[src/rtl/axi_lite_slave_regs.sv]
// AXI-Lite responder with a bank of NUM_REGS 32-bit registers exported flat.
// Optional read-only status slot in the last register: define AXIL_SLV_RO_STATUS_EN.
module axi_lite_slave_regs #(
   parameter int NUM_REGS = 8,
   parameter int ADDR_W   = 32
) (
   input  logic                     aclk,
   input  logic                     areset_n,
`ifdef AXIL_SLV_RO_STATUS_EN
   input  logic [31:0]              status_in,
`endif
   input  logic [ADDR_W-1:0]        AWADDR,
   input  logic                     AWVALID,
   output logic                     AWREADY,
   input  logic [31:0]              WDATA,
   input  logic [3:0]               WSTRB,
   input  logic                     WVALID,
   output logic                     WREADY,
   output logic [1:0]               BRESP,
   output logic                     BVALID,
   input  logic                     BREADY,
   input  logic [ADDR_W-1:0]        ARADDR,
   input  logic                     ARVALID,
   output logic                     ARREADY,
   output logic [31:0]              RDATA,
   output logic [1:0]               RRESP,
   output logic                     RVALID,
   input  logic                     RREADY,
   output logic [NUM_REGS*32-1:0]   regs_q,
   output logic [NUM_REGS-1:0]      wr_pulse
);

   localparam int                IDX_W      = (NUM_REGS > 1) ? $clog2(NUM_REGS) : 1;
   localparam logic [ADDR_W-1:0] NUM_REGS_A = ADDR_W'(NUM_REGS);
   localparam logic [ADDR_W-1:0] LAST_A     = ADDR_W'(NUM_REGS - 1);

   typedef enum logic [1:0] {WS_IDLE = 2'd0, WS_COMMIT = 2'd1, WS_RESP = 2'd2} ws_t;
   typedef enum logic       {RS_IDLE = 1'b0, RS_DATA = 1'b1} rs_t;

   ws_t               ws_state_r, ws_next_s;
   rs_t               rs_state_r, rs_next_s;
   logic              awready_r, wready_r, arready_r;
   logic              aw_held_r, w_held_r;
   logic [ADDR_W-1:0] awaddr_r;
   logic [31:0]       wdata_r;
   logic [3:0]        wstrb_r;
   logic              bvalid_r, rvalid_r;
   logic [1:0]        bresp_r, rresp_r;
   logic [31:0]       rdata_r;
   logic [31:0]       regs_r [NUM_REGS];
   logic [NUM_REGS-1:0] wr_pulse_r;

   logic              aw_hs_s, w_hs_s, ar_hs_s;
   logic [ADDR_W-1:0] w_idx_s, r_idx_s;
   logic              w_ok_s, r_ok_s;
   logic [31:0]       rd_sel_s;

   assign aw_hs_s = AWVALID && awready_r;
   assign w_hs_s  = WVALID && wready_r;
   assign ar_hs_s = ARVALID && arready_r;
   // Shifting the whole address keeps the ignored byte-offset bits out of the index.
   assign w_idx_s = awaddr_r >> 2'd2;
   assign r_idx_s = ARADDR >> 2'd2;
   assign r_ok_s  = (r_idx_s < NUM_REGS_A);
`ifdef AXIL_SLV_RO_STATUS_EN
   assign w_ok_s  = (w_idx_s < NUM_REGS_A) && (w_idx_s != LAST_A);
`else
   assign w_ok_s  = (w_idx_s < NUM_REGS_A);
`endif

   // Read-data mux for the register selected by ARADDR
   always_comb begin
      rd_sel_s = 32'h0000_0000;
      if (!r_ok_s) begin
         rd_sel_s = 32'h0000_0000;
`ifdef AXIL_SLV_RO_STATUS_EN
      end else if (r_idx_s == LAST_A) begin
         rd_sel_s = status_in;
`endif
      end else begin
         rd_sel_s = regs_r[r_idx_s[IDX_W-1:0]];
      end
   end

   // Write FSM next-state logic
   always_comb begin
      ws_next_s = ws_state_r;
      case (ws_state_r)
         WS_IDLE:   if (aw_held_r && w_held_r) ws_next_s = WS_COMMIT; else ws_next_s = WS_IDLE;
         WS_COMMIT: ws_next_s = WS_RESP;
         WS_RESP:   if (BREADY) ws_next_s = WS_IDLE; else ws_next_s = WS_RESP;
         default:   ws_next_s = WS_IDLE;
      endcase
   end

   // Read FSM next-state logic
   always_comb begin
      rs_next_s = rs_state_r;
      case (rs_state_r)
         RS_IDLE: if (ar_hs_s) rs_next_s = RS_DATA; else rs_next_s = RS_IDLE;
         RS_DATA: if (RREADY) rs_next_s = RS_IDLE; else rs_next_s = RS_DATA;
         default: rs_next_s = RS_IDLE;
      endcase
   end

   // FSM state registers
   always_ff @(posedge aclk or negedge areset_n) begin
      if (!areset_n) begin
         ws_state_r <= WS_IDLE;
         rs_state_r <= RS_IDLE;
      end else begin
         ws_state_r <= ws_next_s;
         rs_state_r <= rs_next_s;
      end
   end

   // Write channel capture, register commit, response and write pulses
   always_ff @(posedge aclk or negedge areset_n) begin
      if (!areset_n) begin
         awready_r  <= 1'b0;
         wready_r   <= 1'b0;
         aw_held_r  <= 1'b0;
         w_held_r   <= 1'b0;
         awaddr_r   <= '0;
         wdata_r    <= 32'h0000_0000;
         wstrb_r    <= 4'h0;
         bvalid_r   <= 1'b0;
         bresp_r    <= 2'b00;
         wr_pulse_r <= '0;
         for (int i = 0; i < NUM_REGS; i++) regs_r[i] <= 32'h0000_0000;
      end else begin
         wr_pulse_r <= '0;
         case (ws_state_r)
            WS_IDLE: begin
               if (aw_hs_s) begin
                  awaddr_r  <= AWADDR;
                  aw_held_r <= 1'b1;
               end
               if (w_hs_s) begin
                  wdata_r  <= WDATA;
                  wstrb_r  <= WSTRB;
                  w_held_r <= 1'b1;
               end
            end
            WS_COMMIT: begin
               aw_held_r <= 1'b0;
               w_held_r  <= 1'b0;
               bvalid_r  <= 1'b1;
               bresp_r   <= w_ok_s ? 2'b00 : 2'b10;
               if (w_ok_s) begin
                  for (int b = 0; b < 4; b++) begin
                     if (wstrb_r[b]) regs_r[w_idx_s[IDX_W-1:0]][8*b +: 8] <= wdata_r[8*b +: 8];
                  end
                  wr_pulse_r[w_idx_s[IDX_W-1:0]] <= 1'b1;
               end
            end
            WS_RESP: begin
               if (BREADY) begin
                  bvalid_r <= 1'b0;
                  bresp_r  <= 2'b00;
               end
            end
            default: begin
               aw_held_r <= 1'b0;
               w_held_r  <= 1'b0;
            end
         endcase
         awready_r <= (ws_next_s == WS_IDLE) && !(aw_held_r || aw_hs_s);
         wready_r  <= (ws_next_s == WS_IDLE) && !(w_held_r || w_hs_s);
      end
   end

   // Read channel: sample selected register on AR handshake, hold until R handshake
   always_ff @(posedge aclk or negedge areset_n) begin
      if (!areset_n) begin
         arready_r <= 1'b0;
         rvalid_r  <= 1'b0;
         rdata_r   <= 32'h0000_0000;
         rresp_r   <= 2'b00;
      end else begin
         case (rs_state_r)
            RS_IDLE: begin
               if (ar_hs_s) begin
                  rvalid_r <= 1'b1;
                  rdata_r  <= rd_sel_s;
                  rresp_r  <= r_ok_s ? 2'b00 : 2'b10;
               end
            end
            RS_DATA: begin
               if (RREADY) rvalid_r <= 1'b0;
            end
            default: rvalid_r <= 1'b0;
         endcase
         arready_r <= (rs_next_s == RS_IDLE);
      end
   end

   for (genvar g = 0; g < NUM_REGS; g++) begin : g_regs_q
`ifdef AXIL_SLV_RO_STATUS_EN
      if (g == NUM_REGS - 1) begin : g_status
         assign regs_q[32*g +: 32] = status_in;
      end else begin : g_rw
         assign regs_q[32*g +: 32] = regs_r[g];
      end
`else
      assign regs_q[32*g +: 32] = regs_r[g];
`endif
   end

   assign AWREADY  = awready_r;
   assign WREADY   = wready_r;
   assign BVALID   = bvalid_r;
   assign BRESP    = bresp_r;
   assign ARREADY  = arready_r;
   assign RVALID   = rvalid_r;
   assign RDATA    = rdata_r;
   assign RRESP    = rresp_r;
   assign wr_pulse = wr_pulse_r;

endmodule

[config.mk]
export PLATFORM = sky130hd
export DESIGN_NAME = axi_lite_slave_regs
export DESIGN_NICKNAME = d
export VERILOG_FILES = /design/src/rtl/axi_lite_slave_regs.sv
export SDC_FILE = /design/constraint.sdc
export NUM_CORES = 1
export LEC_CHECK = 0
export BUFFER_PORTS_ARGS = -buffer_cell sky130_fd_sc_hd__buf_2
export CAP_MARGIN = 20
export CORE_UTILIZATION = 35
export DETAILED_ROUTE_END_ITERATION = 16
export GPL_TIMING_DRIVEN = 0
export PLACE_DENSITY = 0.54
export SYNTH_ARGS = -nofsm -noshare
export SYNTH_HDL_FRONTEND = slang
export SYNTH_SLANG_ARGS = --single-unit
[constraint.sdc]
create_clock -name aclk -period 3.2 [get_ports aclk]
set_clock_uncertainty 0.1 [all_clocks]
set_input_delay 0.16 -clock aclk [delete_from_list [all_inputs] [get_ports aclk]]
set_output_delay 0.16 -clock aclk [all_outputs]
set_load 0.005 [all_outputs]
==> results.py, run 1 <==
metrics = {
    "power_and_ir_drop": {
        "pwr-share-seq": 0.473,
        "p_sw_frac": 0.2878,
        "p_sw_mw": 3.611,
        "ir_drop_mv": 0.3823,
        "clockPowerShare": 0.392,
        "powerDensity_nw_per_um2": 581.0,
        "leakage_nw": 11.11,
        "p_int_mw": 8.934,
        "combinationalPowerShare": 0.135,
    },
    "critical_path": {
        "end_kind": "flip-flop",
        "regToRegEndpoint": "regs_q[92]$_DFFE_PN0P_",
        "rrSetupSlack_ns": -0.05,
        "critPathMaxFanout": 10,
        "cp_data_required_time_ns": 3.54,
        "cp-start-kind": "flip-flop",
        "worstSetupPathType": "reg2reg",
        "cp.arrival_ns": 3.60,
        "r2r_cells": 6,
        "worstReg2RegStart": "awaddr_r[21]$_DFFE_PN0P_",
    },
    "placement": {
        "post_dp_cell_area_um2": 19200,
        "gp_congestion": 0.8104,
        "placement.io_buffers": 402,
        "place_ws_ns": -0.1794,
        "hpwl_mm": 36.89,
    },
    "global_route": {
        "busiest_layer": "met2",
        "use_met3": 0.05384,
        "grt_max_degree": 110,
        "grt_usage": 0.2253,
        "grt-ovfl-total": 0,
        "met2_usage": 0.3675,
        "grt_pass1_vias": 11580,
        "grt_first_pass_wirelength_mm": 77.98,
        "grt_use_met1": 0.2943,
        "antenna_found_initial": 0,
    },
    "die": {
        "rows": 78,
        "fp.dieH_um": 218.1,
        "num_io_pins": 412,
        "dieArea_um2": 47550,
        "initial_core_util": 0.3577,
        "core_area_um2": 45670,
        "dieWidth_um": 218.1,
    },
    "status": {
        "violations": "negative setup slack",
        "status": "finished with violations",
    },
    "logic_synthesis": {
        "synth_common_cells": "dfrtp_1 (374), mux2_2 (304), mux4_2 (64)",
        "synth_area_leaders": "dfrtp_1 (57%), mux2_2 (21%), mux4_2 (8.8%), nor4_4 (3.4%), mux2i_1 (2.0%)",
        "synth_edf_count": 0,
        "synthDistinctLibCells": 36,
        "ys.flop_type": "dfrtp_1",
        "synth_xor_area_frac": 0,
        "synth-simple-area-share": 0.06547,
        "yosys-mux-area-fraction": 0.3334,
        "synth_top_family_by_area": "multiplexers",
        "syn_area_per_cell_um2": 16.18,
        "synthArstFlopShare": 1.000,
        "synth.largest_area_cell": "dfrtp_1",
        "ys_warn_count": 0,
        "synth_top_area_share": 0.5728,
        "netlist_area_um2": 16340,
        "postSynthCellCount": 1010,
        "ys_seq_elements": 374,
        "synthAdderAreaFrac": 0,
        "synth-compound-area-share": 0.01447,
        "yosysMostFrequentCell": "dfrtp_1",
        "seq_area_frac_synth": 0.5728,
    },
    "finish": {
        "antennaDiodeCount": 0,
        "nets": 1659,
        "stdcell_area_um2": 21590,
        "layout-drive-gt1-share": 0.5804,
        "ff_latch_area_um2": 9359,
        "post-route-util": 0.4727,
        "nFillCells": 4153,
        "multi_input_area_um2": 6773,
        "area_growth_pct": 32.14,
    },
    "timing": {
        "hold_viol": 0,
        "finalCriticalPeriod_ns": 3.252,
        "max_slew.worst_pin.slew_ns": 1.126,
        "drv_slew": 0,
        "clock.fmax_mhz": 307.5,
        "layout_setup_ws_ns": -0.05194,
        "setup_tns_ns": -0.3364,
        "holdWs_ns": 0.1313,
        "rsz0062_at_grt": "yes",
        "relSlewSlack": 0.2491,
        "finalCritPeriodShare": 1.016,
        "setup_violations": 8,
    },
    "flow_run": {
        "cap_viol_max_count": 0,
    },
    "cts": {
        "cts_tree": "built",
        "cts-buffers-inserted": 45,
        "path_clk_slew_ns": 0.06,
        "clock-sinks": 374,
        "cts_root_buffer": "clkbuf_16",
        "clockBufferDepth": 3,
        "clock_latency_ns": 0.57,
        "cts.htree.levels": 2,
    },
    "min_path": {
        "hp-class": "in2reg",
        "min-delay-start": "ARADDR[4]",
        "holdPathStages": 3,
        "whs_endpoint": "RDATA[31]$_DFFE_PN0P_",
    },
    "drt": {
        "drtIter0Drc": 553,
        "vias_per_cell": 5.071,
        "post-route-drc-count": 0,
        "ant_nets": 0,
        "drtPass1Iterations": 5,
        "routed_wl_mm": 53.27,
        "vias": 11080,
        "routedWlPerCell_um": 24.38,
    },
}
timing repair:
action,4_1_cts,5_1_grt
setup endpoints to repair,32,132
hold endpoints to repair,180,0
buffers inserted,0,12
pin swaps,0,10
resized for setup,0,8
hold buffers,75,0
sequential cells by signal, summed over array words and instances, names as in the netlist:
name,count
aw_held_r,1
RDATA,32
regs_q,256
wdata_r,32
awaddr_r,30
WREADY,1
rs_state_r,1
ARREADY,1
wstrb_r,4
AWREADY,1
BVALID,1
wr_pulse,8
BRESP,1
w_held_r,1
ws_state_r,2
RVALID,1
RRESP,1
kinds of logic after synthesis:
| family | Yosys count |
|---|---|
| mux | 418 |
| buf+inv | 50 |
| flops | 374 |
| compound gates | 44 |
| other cells | 1 |
| simple gates | 123 |
cell type report:
class / instances / share of cell area
plain buffers: 44 / 0.009388
repair buffers: 494 / 0.1421
multi-input cells: 587 / 0.3137
clock buffers: 70 / 0.06265
inverters: 6 / 0.001043
well taps: 600 / 0.03477
flip-flops and latches: 374 / 0.4335
clock inverters: 10 / 0.002898
metal layers:
metal / up-vias / wire length, um
met3: 77 / 3420
met4: 0 / 1396
met1: 5763 / 22600
li1: 4888 / -
met2: 353 / 25840
met5: - / 0
critical path, stage by stage, from the launching register on:
cell and delay (ns):
dfrtp_1 0.38, nor4_1 0.37, nand4_1 0.28, buf_4 0.30, clkbuf_1 0.35, nor3_2 0.91
mux2_2 0.42
worst max-delay path by stage:
stage	from	to	slack, ns	cells after the start
2_1_floorplan	awaddr_r[10]$_DFFE_PN0P_	regs_q[48]$_DFFE_PN0P_	0.89	5
3_3_place_gp	areset_n	wdata_r[12]$_DFFE_PN0P_	-5.72	1
3_5_place_dp	awaddr_r[21]$_DFFE_PN0P_	regs_q[6]$_DFFE_PN0P_	-0.18	6
4_1_cts	awaddr_r[22]$_DFFE_PN0P_	regs_q[0]$_DFFE_PN0P_	-0.15	6
5_1_grt	awaddr_r[21]$_DFFE_PN0P_	regs_q[92]$_DFFE_PN0P_	-0.19	6
6_report	awaddr_r[21]$_DFFE_PN0P_	regs_q[92]$_DFFE_PN0P_	-0.05	6
through the flow:
step / std cells / total power [mW]
after floorplan: 1011 / 6.829
after global placement: 2013 / 7.565
after detailed placement: 2016 / 7.628
after CTS: 2171 / 12.72
after global routing: 2185 / 13.13
final: 2185 / 12.54
cell usage in the layout, fill, tap and decap left out, types with 7 or more instances in the layout:
master	n
nand2_1	44
mux2i_1	32
dfrtp_1	374
nor4_1	11
buf_4	9
nor2_1	11
clkbuf_1	37
o21ai_0	34
nor3_2	7
buf_2	408
clkbuf_8	9
dlygate4sd3_1	75
buf_12	8
mux2_2	304
nor4_4	26
mux2_4	16
clkbuf_16	47
mux4_2	64
power groups by stage:
stage | Combinational (mW) | Clock (mW) | Sequential (mW)
after global placement | 1.58 | 0 | 5.99
after floorplan | 1.08 | 0 | 5.75
after CTS | 1.73 | 5.07 | 5.92
after global routing | 1.85 | 5.25 | 6.03
final | 1.70 | 4.92 | 5.93
after detailed placement | 1.63 | 0 | 6.00
(Power assumes the default switching activity.)
==> inputs of run 2 (changes only) <==
--- a/config.mk
+++ b/config.mk
@@ -8,6 +8,7 @@
 export BUFFER_PORTS_ARGS = -buffer_cell sky130_fd_sc_hd__buf_2
 export CAP_MARGIN = 20
 export CORE_UTILIZATION = 35
+export CTS_BUF_LIST = sky130_fd_sc_hd__clkbuf_8
 export DETAILED_ROUTE_END_ITERATION = 16
 export GPL_TIMING_DRIVEN = 0
 export PLACE_DENSITY = 0.54
==> run 2 against run 1 <==
  * The flow still finishes with violations (negative setup slack)
  * Sequential cell count unchanged
  * Combinational power about the same
  * Core utilization down 0.21 points
  * Sequential share of layout area up 0.19 points
  * Clock-buffer cell count up 15
  * Global-route usage up 0.27 points
  * Largest cell class unchanged
  * Highest routed layer unchanged
==> results.py, run 2 (synthesis gave the netlist of run 1 again) <==
metrics = {
    "placement": {
        "gp_congestion": 0.8104,
        "hpwl_mm": 36.89,
        "placement.io_buffers": 402,
        "place_ws_ns": -0.1794,
    },
    "min_path": {
        "hp-class": "in2async",
    },
    "die": {
        "num_io_pins": 412,
        "dieArea_um2": 47550,
        "rows": 78,
        "fp.dieH_um": 218.1,
        "initial_core_util": 0.3577,
        "core_area_um2": 45670,
        "dieWidth_um": 218.1,
    },
    "drt": {
        "post-route-drc-count": 0,
        "vias_per_cell": 5.052,
        "drtPass1Iterations": 6,
        "ant_nets": 0,
        "routedWlPerCell_um": 24.06,
        "drtIter0Drc": 530,
        "vias": 11210,
        "routed_wl_mm": 53.40,
    },
    "timing": {
        "rsz0062_at_grt": "yes",
        "drv_slew": 0,
        "setup_tns_ns": -0.4635,
        "finalCritPeriodShare": 1.020,
        "relSlewSlack": 0.2353,
        "setup_violations": 9,
        "hold_viol": 0,
        "finalCriticalPeriod_ns": 3.264,
        "clock.fmax_mhz": 306.4,
        "layout_setup_ws_ns": -0.06357,
        "max_slew.worst_pin.slew_ns": 1.147,
    },
    "critical_path": {
        "cp_data_required_time_ns": 3.60,
        "cp_slowest_cell": "nor3_2",
        "regToRegEndpoint": "regs_q[92]$_DFFE_PN0P_",
        "worstSetupPathType": "reg2reg",
        "cp.arrival_ns": 3.66,
        "cpPeakStageDelay_ns": 0.94,
        "rrSetupSlack_ns": -0.06,
        "cp-start-kind": "flip-flop",
        "end_kind": "flip-flop",
        "worstReg2RegStart": "awaddr_r[21]$_DFFE_PN0P_",
        "r2r_cells": 6,
        "critPathMaxFanout": 10,
        "crit_chain": "nor4_1, nand4_1, buf_4, clkbuf_1, nor3_2, mux2_2",
    },
    "cts": {
        "clockBufferDepth": 3,
        "clock-sinks": 374,
        "cts_root_buffer": "clkbuf_8",
        "cts_tree": "built",
        "clock_latency_ns": 0.63,
        "path_clk_slew_ns": 0.06,
        "cts-buffers-inserted": 68,
        "cts.htree.levels": 3,
    },
    "global_route": {
        "antenna_found_initial": 0,
        "grt_first_pass_wirelength_mm": 78.45,
        "grt-ovfl-total": 0,
        "grt_pass1_vias": 11670,
        "grt_usage": 0.2280,
        "grt_max_degree": 110,
    },
    "finish": {
        "largest_reg_flops": 256,
        "layout-drive-gt1-share": 0.5831,
        "final_common_cell": "buf_2",
        "nets": 1681,
        "final_cell_mix": "buf_2 (408), dfrtp_1 (374), mux2_2 (304)",
        "area_growth_pct": 31.55,
        "antennaDiodeCount": 0,
    },
    "power_and_ir_drop": {
        "powerDensity_nw_per_um2": 561.2,
        "ir_drop_mv": 0.5106,
        "leakage_nw": 11.19,
    },
    "status": {
        "violations": "negative setup slack",
        "status": "finished with violations",
    },
    "flow_run": {
        "cap_viol_max_count": 0,
    },
}
run 2: changes by cell type in the layout (fill, tap and decap cells not counted):
cell | previous run | this run
clkbuf_8 | 9 | 85
clkbuf_16 | 47 | 0
inv_1 | 6 | 30
clkbuf_1 | 37 | 22
clkinv_2 | 6 | 4
bufinv_16 | 0 | 1
clkbuf_2 | 2 | 1
clkdlybuf4s15_1 | 0 | 1
clkinv_4 | 1 | 0
clkinvlp_4 | 2 | 1
inv_6 | 1 | 0
run 2: power breakdown:
| group | switching, mW | internal [mW] |
|---|---|---|
| Sequential | 0.704 | 5.23 |
| Combinational | 0.892 | 0.809 |
| Clock | 1.98 | 2.45 |
| Total | 3.57 | 8.49 |
run 2: layer usage:
| layer | global-route usage | share of wire |
|---|---|---|
| met5 | 0 | 0 |
| met4 | 0.07599 | 0.024 |
| met3 | 0.06722 | 0.065 |
| met2 | 0.3660 | 0.49 |
| met1 | 0.2934 | 0.42 |
run 2: per-stage QoR:
| stage | utilization | instance area (um^2) | power (mW) | hold WS (ns) | std cells |
|---|---|---|---|---|---|
| 2_1_floorplan | - | 16340 | 6.829 | -0.2356 | 1011 |
| 3_3_place_gp | 0.4183 | 19110 | 7.565 | 0.2531 | 2013 |
| 3_5_place_dp | 0.4203 | 19200 | 7.628 | 0.1742 | 2016 |
| 4_1_cts | 0.4656 | 21270 | 12.26 | 0.05195 | 2206 |
| 5_1_grt | 0.4706 | 21490 | 12.70 | 0.03679 | 2219 |
| 6_report | 0.4706 | 21490 | 12.06 | 0.07441 | 2219 |
run 2: area by class of cell:
type	count	area [um^2]
Tap cell	600	750.7
Fill cell	4191	24180
Multi-Input combinational cell	587	6773
Timing Repair Buffer	494	3068
Clock inverter	30	147.6
Sequential cell	374	9359
Clock buffer	85	1170
Inverter	6	22.52
Buffer	43	203.9
run 2: what timing repair did:
item,CTS,global route
pin swaps,1,10
gates resized for setup,0,7
hold buffers,75,0
endpoints found under the setup margin,33,131
setup buffers,0,12
endpoints found under the hold margin,180,0
run 2: worst max-delay path, delay by kind of cell, from the launching register on:
kind          cells  cell delay, ns
simple gates      3            1.57
buf+inv           2            0.66
mux               1            0.42
flops             1            0.38
run 2: how the worst max path moves through the flow:
stage                                  start                 endpoint  slack [ns]
finish              awaddr_r[21]$_DFFE_PN0P_   regs_q[92]$_DFFE_PN0P_       -0.06
global route        awaddr_r[21]$_DFFE_PN0P_   regs_q[14]$_DFFE_PN0P_       -0.19
global placement                    areset_n  wdata_r[12]$_DFFE_PN0P_       -5.72
floorplan           awaddr_r[10]$_DFFE_PN0P_   regs_q[48]$_DFFE_PN0P_        0.89
CTS                 awaddr_r[21]$_DFFE_PN0P_    regs_q[6]$_DFFE_PN0P_       -0.19
detailed placement  awaddr_r[21]$_DFFE_PN0P_    regs_q[6]$_DFFE_PN0P_       -0.18
==> inputs of run 3 (changes only) <==
--- a/config.mk
+++ b/config.mk
@@ -15,3 +15,4 @@
 export SYNTH_ARGS = -nofsm -noshare
 export SYNTH_HDL_FRONTEND = slang
 export SYNTH_SLANG_ARGS = --single-unit
+export TNS_END_PERCENT = 5
==> run 3 against run 2 <==
  * The run still ends with negative setup slack left
  * First-iteration DRC count fell by 1.7%
  * Power rose by 0.12%
  * Worst hold slack got worse by 0.016 ns
  * Sequential cell count did not move
  * Core utilization fell by 0.42 points
  * Global-route usage did not move
  * Die area did not move
==> results.py, run 3 (synthesis gave the netlist of run 1 again) <==
metrics = {
    "timing": {
        "finalCritPeriodShare": 1.013,
        "rsz0062_at_grt": "yes",
        "max_slew.worst_pin.slew_ns": 1.130,
        "clock.fmax_mhz": 308.4,
        "layout_setup_ws_ns": -0.04238,
        "setup_violations": 8,
        "relSlewSlack": 0.2466,
        "setup_tns_ns": -0.2892,
        "finalCriticalPeriod_ns": 3.242,
        "drv_slew": 0,
        "hold_viol": 0,
    },
    "die": {
        "initial_core_util": 0.3577,
        "rows": 78,
        "num_io_pins": 412,
        "fp.dieH_um": 218.1,
        "dieArea_um2": 47550,
        "core_area_um2": 45670,
        "dieWidth_um": 218.1,
    },
    "cts": {
        "clockBufferDepth": 3,
        "clock-sinks": 374,
        "post_cts_buffers": 0,
        "path_clk_slew_ns": 0.06,
        "cts_tree": "built",
        "cts.htree.levels": 3,
        "cts-buffers-inserted": 68,
        "cts_root_buffer": "clkbuf_8",
        "clock_latency_ns": 0.65,
    },
    "drt": {
        "vias": 11170,
        "routed_wl_mm": 53.64,
        "drtPass1Iterations": 4,
        "routedWlPerCell_um": 24.28,
        "ant_nets": 0,
        "drtIter0Drc": 521,
        "vias_per_cell": 5.057,
        "post-route-drc-count": 0,
    },
    "critical_path": {
        "crit_buf_inv": 2,
        "cp.arrival_ns": 3.65,
        "critPathMaxFanout": 10,
        "path_delay_family": "simple AND/OR/NAND/NOR gates",
        "cpPeakStageDelay_ns": 0.92,
        "cp_data_required_time_ns": 3.61,
        "end_kind": "flip-flop",
        "crit_chain": "nor4_1, nand4_1, buf_4, clkbuf_1, nor3_2, mux2_2",
        "rrSetupSlack_ns": -0.04,
        "worstSetupPathType": "reg2reg",
        "worstReg2RegStart": "awaddr_r[21]$_DFFE_PN0P_",
        "regToRegEndpoint": "regs_q[93]$_DFFE_PN0P_",
        "cp_slowest_cell": "nor3_2",
        "cp-start-kind": "flip-flop",
        "r2r_cells": 6,
    },
    "power_and_ir_drop": {
        "ir_drop_mv": 0.5097,
        "leakage_nw": 11.09,
        "total_power_mw": 12.08,
        "powerDensity_nw_per_um2": 567.0,
    },
    "global_route": {
        "antenna_found_initial": 0,
        "grt-ovfl-total": 0,
        "grt_first_pass_wirelength_mm": 78.45,
        "grt_max_degree": 110,
        "grt_usage": 0.2280,
        "grt_pass1_vias": 11670,
    },
    "status": {
        "violations": "negative setup slack",
        "status": "finished with violations",
    },
    "flow_run": {
        "cap_viol_max_count": 0,
    },
    "min_path": {
        "hp-class": "in2async",
    },
    "finish": {
        "final_common_cell": "buf_2",
        "layout-drive-gt1-share": 0.5790,
        "post-route-util": 0.4664,
        "nets": 1670,
        "nFillCells": 4207,
        "area_growth_pct": 30.38,
        "largest_reg_flops": 256,
        "final_cell_mix": "buf_2 (408), dfrtp_1 (374), mux2_2 (304)",
    },
    "placement": {
        "place_ws_ns": -0.1794,
        "gp_congestion": 0.8104,
        "hpwl_mm": 36.89,
        "placement.io_buffers": 402,
    },
}
==> run 3: timing repair <==
item / in CTS / in global routing
hold endpoints to repair: 180 / 0
hold buffers: 75 / 0
gates resized for setup: 0 / 2
pin swaps: 1 / 3
setup endpoints to repair: 33 / 131
==> run 3: metrics by stage <==
stage          hold slack, ns  cell area (um^2)  instances
4_1_cts               0.05195             21270       2206
5_1_grt               0.03679             21300       2208
2_1_floorplan         -0.2356             16340       1011
3_5_place_dp           0.1742             19200       2016
6_report              0.05818             21300       2209
3_3_place_gp           0.2531             19110       2013
==> run 3: layer usage <==
metal  global-route usage  share of wire
met5                    0              0
met4              0.07599          0.026
met3              0.06722          0.069
met2               0.3660           0.48
met1               0.2934           0.42
==> run 3: how the worst max path moves through the flow <==
stage,start,to,slack (ns),cells after the start
3_3_place_gp,areset_n,wdata_r[12]$_DFFE_PN0P_,-5.72,1
2_1_floorplan,awaddr_r[10]$_DFFE_PN0P_,regs_q[48]$_DFFE_PN0P_,0.89,5
3_5_place_dp,awaddr_r[21]$_DFFE_PN0P_,regs_q[6]$_DFFE_PN0P_,-0.18,6
4_1_cts,awaddr_r[21]$_DFFE_PN0P_,regs_q[6]$_DFFE_PN0P_,-0.19,6
6_report,awaddr_r[21]$_DFFE_PN0P_,regs_q[93]$_DFFE_PN0P_,-0.04,6
5_1_grt,awaddr_r[21]$_DFFE_PN0P_,regs_q[14]$_DFFE_PN0P_,-0.19,6
==> run 3: report_power, final <==
part	switching, mW	internal [mW]
logic	0.894	0.808
registers	0.706	5.23
clock network	1.99	2.45
total	3.59	8.49
==> run 3: final cells by class <==
class	instances	area, um^2	area share
flip-flops and latches	374	9359	0.4393
multi-input cells	587	6773	0.3179
repair buffers	482	2878	0.1351
clock buffers	85	1170	0.05492
well taps	600	750.7	0.03524
plain buffers	44	200.2	0.009397
clock inverters	30	147.6	0.006931
inverters	6	22.52	0.001057
diodes	1	2.502	0.0001175
